**config.mk**
```make
export PLATFORM = sky130hd
export DESIGN_NAME = pcm_frame_scheduler
export DESIGN_NICKNAME = d
export VERILOG_FILES = /design/src/rtl/pcm_frame_scheduler.sv
export SDC_FILE = /design/constraint.sdc
export NUM_CORES = 1
export LEC_CHECK = 0
export BUFFER_PORTS_ARGS = -buffer_cell sky130_fd_sc_hd__buf_2
export CAP_MARGIN = 20
export CORE_MARGIN = 10
export CORE_UTILIZATION = 50
export DETAILED_ROUTE_END_ITERATION = 10
export GPL_TIMING_DRIVEN = 0
export PLACE_DENSITY_LB_ADDON = 0.15
export SLEW_MARGIN = 15
export SYNTH_ARGS = -nofsm -noshare
export SYNTH_HDL_FRONTEND = slang
export SYNTH_SLANG_ARGS = --single-unit
```
**constraint.sdc**
```tcl
create_clock -name clk -period 1.9 [get_ports clk]
set_input_delay 0.095 -clock clk [delete_from_list [all_inputs] [get_ports clk]]
set_output_delay 0.095 -clock clk [all_outputs]
set_load 0.01 [all_outputs]
```
**src/rtl/pcm_frame_scheduler.sv**
```systemverilog
// Purpose : snapshots one PCM frame of NCH channel samples on pcm_stb and
//           serialises the enabled channels, lowest index first, onto a
//           valid/ready word stream.
// Latency : pcm_stb in cycle t gives the first word in cycle t+1. Words are
//           back-to-back with no bubbles, and a new frame may start on the
//           last-word handshake.
// Backpr. : out_ready=0 holds the current word. A pcm_stb that arrives
//           mid-frame (other than on the last-word handshake) drops the new
//           frame and pulses overrun.
//
// Ports:
//   clk, reset          rising-edge clock; asynchronous active-high reset
//   pcm_stb             one-cycle frame strobe
//   ch_val [NCH*WIDTH]  channel samples; channel i is at [i*WIDTH +: WIDTH]
//   ch_en  [NCH]        per-channel enable, sampled with pcm_stb
//   out_ready           sink accepts the current word
//   out_valid/out_data/out_ch/out_last
//                       word stream; the data fields are 0 when not valid
//   busy                a frame is being sent
//   overrun             one-cycle pulse when a frame is dropped
//   ovr_cnt [8]         saturating overrun count; only present when
//                       PCM_FRAME_SCHEDULER_OVR_CNT_EN is defined

module pcm_frame_scheduler #(
  parameter int NCH   = 3,
  parameter int WIDTH = 16
) (
  input  logic                 clk,
  input  logic                 reset,
  input  logic                 pcm_stb,
  input  logic [NCH*WIDTH-1:0] ch_val,
  input  logic [NCH-1:0]       ch_en,
  input  logic                 out_ready,
  output logic                 out_valid,
  output logic [WIDTH-1:0]     out_data,
  output logic [2:0]           out_ch,
  output logic                 out_last,
  output logic                 busy,
  output logic                 overrun
`ifdef PCM_FRAME_SCHEDULER_OVR_CNT_EN
  ,
  output logic [7:0]           ovr_cnt
`endif
);

  typedef enum logic {
    IDLE = 1'b0,
    SEND = 1'b1
  } state_e;

  state_e               state_q, state_d;
  logic [NCH-1:0]       mask_q, mask_d;
  logic [NCH*WIDTH-1:0] snap_q, snap_d;

  logic [NCH-1:0]       cur_onehot;
  logic [2:0]           cur_idx;
  logic [WIDTH-1:0]     cur_data;
  logic                 cur_last;
  logic                 send_hs;
  logic                 last_hs;
  logic                 ovr_pulse;

  // Isolate the lowest pending bit with the two's-complement trick. The
  // current word is last when no other pending bit remains.
  assign cur_onehot = mask_q & (~mask_q + NCH'(1));
  assign cur_last   = ((mask_q & ~cur_onehot) == '0);

  always_comb begin
    cur_idx  = '0;
    cur_data = '0;
    for (int i = 0; i < NCH; i++) begin
      if (cur_onehot[i]) begin
        cur_idx  = 3'(i);
        cur_data = snap_q[i*WIDTH +: WIDTH];
      end
    end
  end

  assign send_hs = (state_q == SEND) && out_ready;
  assign last_hs = send_hs && cur_last;

  // Next-state logic. A strobe is accepted in IDLE, or in SEND only on the
  // cycle where the final word is handed off; otherwise the frame is dropped.
  always_comb begin
    state_d   = state_q;
    mask_d    = mask_q;
    snap_d    = snap_q;
    ovr_pulse = 1'b0;
    case (state_q)
      IDLE: begin
        if (pcm_stb) begin
          snap_d  = ch_val;
          mask_d  = ch_en;
          state_d = (|ch_en) ? SEND : IDLE;
        end
      end
      SEND: begin
        if (send_hs) begin
          mask_d = mask_q & ~cur_onehot;
        end
        if (last_hs) begin
          state_d = IDLE;
          if (pcm_stb) begin
            snap_d  = ch_val;
            mask_d  = ch_en;
            state_d = (|ch_en) ? SEND : IDLE;
          end
        end else if (pcm_stb) begin
          ovr_pulse = 1'b1;
        end
      end
      default: begin
        state_d = IDLE;
      end
    endcase
  end

  always_ff @(posedge clk or posedge reset) begin
    if (reset) begin
      state_q <= IDLE;
      mask_q  <= '0;
      snap_q  <= '0;
    end else begin
      state_q <= state_d;
      mask_q  <= mask_d;
      snap_q  <= snap_d;
    end
  end

  // All outputs decode from state, so asserting reset zeroes them at once.
  always_comb begin
    out_valid = (state_q == SEND);
    busy      = (state_q == SEND);
    overrun   = ovr_pulse;
    out_data  = '0;
    out_ch    = '0;
    out_last  = 1'b0;
    if (state_q == SEND) begin
      out_data = cur_data;
      out_ch   = cur_idx;
      out_last = cur_last;
    end
  end

`ifdef PCM_FRAME_SCHEDULER_OVR_CNT_EN
  logic [7:0] ovr_cnt_q, ovr_cnt_d;

  always_comb begin
    ovr_cnt_d = ovr_cnt_q;
    if (ovr_pulse && (ovr_cnt_q != 8'hFF)) begin
      ovr_cnt_d = ovr_cnt_q + 8'd1;
    end
  end

  always_ff @(posedge clk or posedge reset) begin
    if (reset) begin
      ovr_cnt_q <= '0;
    end else begin
      ovr_cnt_q <= ovr_cnt_d;
    end
  end

  assign ovr_cnt = ovr_cnt_q;
`endif

endmodule
```
Word level (Yosys, flattened, before mapping) --
Index checks and enable logic that the tools add are counted.
Word-level totals: flip-flop bits (word level) 52
Operators by class: bitwise logic cells 5, $add $sub $neg 1, reductions and logical operators 4, eq/ne operators 2, muxes and demuxes 23
Operators with widths (count):
- 48-bit 2-to-1 mux | 2
- 48-bit one-hot mux with 2 select lines | 1
- 16-bit 2-to-1 mux | 4
- 3-bit 2-to-1 mux | 4
- 1-bit 2-to-1 mux | 8
- 3-bit bitwise AND | 2
- 3-bit NOT | 2
- 3-bit one-hot mux with 2 select lines | 1
- 2-bit 2-to-1 mux | 2
- 3-bit by 1-bit adder with 3-bit output, second input constant | 1
- 3-bit zero test | 1
- 3-bit OR reduction | 1
- 1-bit logical AND | 2
- 2-bit by 1-bit != test with 1-bit output, second input constant | 1
- 2-bit != test, second input constant | 1
- 1-bit one-hot mux with 2 select lines | 1
- 1-bit NOT | 1

Depth between registers and ports, before layout --
word-level depth 9, mapped depth 5, gate-level depth less buffers 3

Least setup slack after synthesis --
No wires, ideal clock.
path type register to register, from reg state_q, in the netlist busy, to reg snap_q[10], arrival time 1.425 ns, cell stages (with the launch flop) 5, clock period less this slack 1.550 ns, setup slack 0.350 ns, required time 1.775 ns, path through dfrtp_1 > inv_1 > o221ai_2 > buf_6 > mux2_4
Between the ends: cells in the longest elaborated chain, start to end 3, elaborated cells on any way between the ends 5
Ends and longest elaborated chain:
- start: declaration | RTL line 51 | state_e state_q, state_d;
- start signal: assignment | RTL line 124 | state_q <= state_d;
- 1-bit logical AND | RTL line 79 | assign send_hs = (state_q == SEND) && out_ready;
- 1-bit logical AND | RTL line 80 | assign last_hs = send_hs && cur_last;
- 2-bit by 1-bit != test with 1-bit output (no source line)
- end signal: assignment | RTL line 126 | snap_q <= snap_d;
- end: declaration | RTL line 53 | logic [NCH*WIDTH-1:0] snap_q, snap_d;
Several ways; a longest one is shown, not always the timed one. A chain may end at the register's enable or synchronous reset.

Final worst setup path --
from reg mask_q[0], to out out_ch[1]
Between the ends: cells in the longest elaborated chain, start to end 5
Ends and longest elaborated chain:
- start: declaration | RTL line 52 | logic [NCH-1:0] mask_q, mask_d;
- start signal: assignment | RTL line 125 | mask_q <= mask_d;
- 3-bit NOT | RTL line 65 | assign cur_onehot = mask_q & (~mask_q + NCH'(1));
- 3-bit by 1-bit adder with 3-bit output | RTL line 65
- 3-bit bitwise AND | RTL line 65
- 2-bit 2-to-1 mux | RTL line 72 | if (cur_onehot[i]) begin
- 2-bit 2-to-1 mux | RTL line 138 | if (state_q == SEND) begin
- end: declaration | RTL line 36 | output logic [2:0] out_ch,
No other way between the ends.

==> flow_summary.ini <==
[status]
status = complete, no violations

[synthesis]
ys_warn_count = 0
synth_edf_count = 0
syn-num-nets = 254
yosysSeqAreaShare = 0.493
ys_seq_elements = 52
yosysTopAreaCell = dfrtp_1
synth_async_sr_flop_share = 1.00
synthTopCellsByArea = dfrtp_1 (49%), mux2_4 (27%), a221oi_1 (4.3%)
synthFlopType = dfrtp_1
mappedNetlistArea_um2 = 2640
netlist_instances = 199
synth_top_area_share = 0.493
synth.top_cells.by_count = dfrtp_1 (52), mux2_4 (47), nor2b_1 (14), nor3_1 (14), a221oi_1 (13)
syn_area_per_cell_um2 = 13.3
netlist-cell-type-count = 28
synth.most_common_cell = dfrtp_1

[setup_path]
critical_path_buf_inv_count = 3
cp_slowest_cell = dfrtp_1
reg2reg_slack_ps = 220
cp_common_cell = clkbuf_2
cp-start-kind = flop
critPathTopFamily = buffers and inverters
arrival_ps = 1730
cp_cell_sequence = clkbuf_2 -> clkbuf_2 -> nor4b_1 -> buf_2
max_stage_delay_ps = 410
critPathKind = flop to output pin
cp-end-kind = output pin
crit_path_max_fanout = 10
worst_ep_required_time_ps = 1800

[sta]
fin_ws_ps = 72.2
finalCritPeriodShare = 0.962
drv_slew = 0
relSlewSlack = 0.643
rsz0062_at_grt = false
tightest_slew_ps = 535
period_minus_slack_ps = 1830
hold_violations = 0
fin_skew_ps = 8.38
final-setup-viol-count = 0
whs_ps = 10.9
fmax_mhz = 547

[finish]
multiInputGateArea_um2 = 1220
n_fill_cell = 432
layout-drive-gt1-share = 0.539
nets = 339
area_growth_pct = 23.9
regArea_um2 = 1300
num_antenna_cells = 0

[global_routing]
grt_pass1_wl_mm = 10.2
track_usage = 0.148
grt_pass1_vias = 2029
overflow = 0
antenna_found_initial = 0
grt_max_degree = 37

[routing]
viasPerCell = 5.22
num_vias = 1848
drt-wirelength-per-cell_um = 18.2
postRouteAntennaNets = 0
wl_met2_mm = 2.94
first_iter_violations = 69
met3_length_um = 429
totalWireLength_mm = 6.44
top_layer = met4
wl_met1_mm = 3.01
drt_pass1_iterations = 4
drc_errors = 0

[cts]
postCtsSetupRepairBufs = 0
clock-sinks = 52
cts_tree = yes
htreeDepth = 2
clk_pin_slew_ps = 100
root_buffer = clkbuf_8
tritoncts.num_buffers = 5
clock_path_buffers = 2
insertion_delay_ps = 310

[power_and_ir_drop]
power_density_nw_per_um2 = 1320
ir_drop_mv = 0.587
p_leak_nw = 1.66

[placed_design]
place_ws_ps = 148
dp_hpwl_mm = 4.84
gp_congestion = 0.828
buffer_ports.inserted = 76

[floorplanning]
io_pins = 78
initial_utilization = 0.516
dieArea_um2 = 8580
die_h_um = 92.6
core-area_um2 = 5110
chipWidth_um = 92.6
row_count = 26

[run]
cap_violations = 0

[hold_path]
worstHoldPathType = input pin to flop
## worst paths after layout
check                                       startpoint  depth (start not counted)                endpoint
worst max-delay path             mask_q[0]$_DFFE_PP0P_                          4               out_ch[1]
worst max register to register   mask_q[1]$_DFFE_PP0P_                          5  snap_q[16]$_DFFE_PP0P_
min in group asynchronous                        reset                          3   snap_q[4]$_DFFE_PP0P_
worst min register to register  snap_q[12]$_DFFE_PP0P_                          1  snap_q[12]$_DFFE_PP0P_
max in group asynchronous                        reset                          4   mask_q[2]$_DFFE_PP0P_
worst min-delay path                         ch_val[0]                          2   snap_q[0]$_DFFE_PP0P_
## per-stage QoR
| stage | utilization | power (mW) | cell area [µm²] | setup TNS, ps | instances |
|---|---|---|---|---|---|
| global route | 0.640 | 4.57 | 3270 | 0 | 354 |
| detailed placement | 0.612 | 3.61 | 3130 | 0 | 346 |
| floorplan | - | 3.06 | 2640 | 0 | 199 |
| global placement | 0.608 | 3.58 | 3110 | -6240 | 345 |
| finish | 0.640 | 4.33 | 3270 | 0 | 354 |
| CTS | 0.633 | 4.28 | 3230 | 0 | 354 |
## layout by cell type, fill, tap and decap left out, types with 2 or more instances in the layout
| cell | count |
|---|---|
| buf_2 | 77 |
| dfrtp_1 | 51 |
| mux2_4 | 47 |
| nor3_1 | 14 |
| nor2b_1 | 13 |
| a221oi_1 | 10 |
| buf_6 | 7 |
| nand2_1 | 7 |
| inv_1 | 6 |
| clkbuf_8 | 6 |
| o21ai_0 | 5 |
| a21oi_1 | 4 |
| clkbuf_2 | 4 |
| a221oi_2 | 3 |
| nand3b_1 | 3 |
| a21o_1 | 3 |
| buf_1 | 2 |
| nor2_1 | 2 |
| buf_4 | 2 |
## cell families (layout without fill, tap and decap cells)
logic type / Yosys count / after routing / share of synthesized area
AO/OA/AOI/OAI: 29 / 29 / 0.0830
adder cells (fa/ha/maj): 1 / 1 / 0.00380
buffers and inverters: 24 / 109 / 0.0546
flip-flops: 52 / 52 / 0.493
multiplexers: 48 / 48 / 0.272
other: 1 / 1 / 0.00142
AND/OR/NAND/NOR: 44 / 44 / 0.0920
## flip-flops by register name (all words and copies together), names as in the netlist
signal and count:
mask_q 3, busy 1, snap_q 48
## per-layer routing
metal	vias up	track usage
li1	886	-
met1	889	0.189
met2	67	0.234
met3	6	0.0468
met4	0	0.0437
met5	-	0
## final cells by class
class                           count  share of cell area
Sequential cell                    52               0.399
Multi-Input combinational cell    123               0.373
Timing Repair Buffer               78               0.126
Buffer                             17              0.0398
Tap cell                           70              0.0268
Clock buffer                        6              0.0253
Inverter                            7             0.00804
Clock inverter                      1             0.00268
## power breakdown
| part | internal, mW | total, mW | switching (mW) | leakage, nW |
|---|---|---|---|---|
| Combinational | 1.06 | 1.89 | 0.827 | 1.01 |
| Clock | 0.291 | 0.651 | 0.360 | 0.0473 |
| Sequential | 1.51 | 1.78 | 0.275 | 0.607 |
| Total | 2.86 | 4.33 | 1.46 | 1.66 |
## what timing repair did
item	4_1_cts	5_1_grt
hold buffers	1	0
gates resized for setup	5	12
hold endpoints to repair	16	0
endpoints found under the setup margin	16	18
No activity file was read; power rests on OpenSTA's default activity.
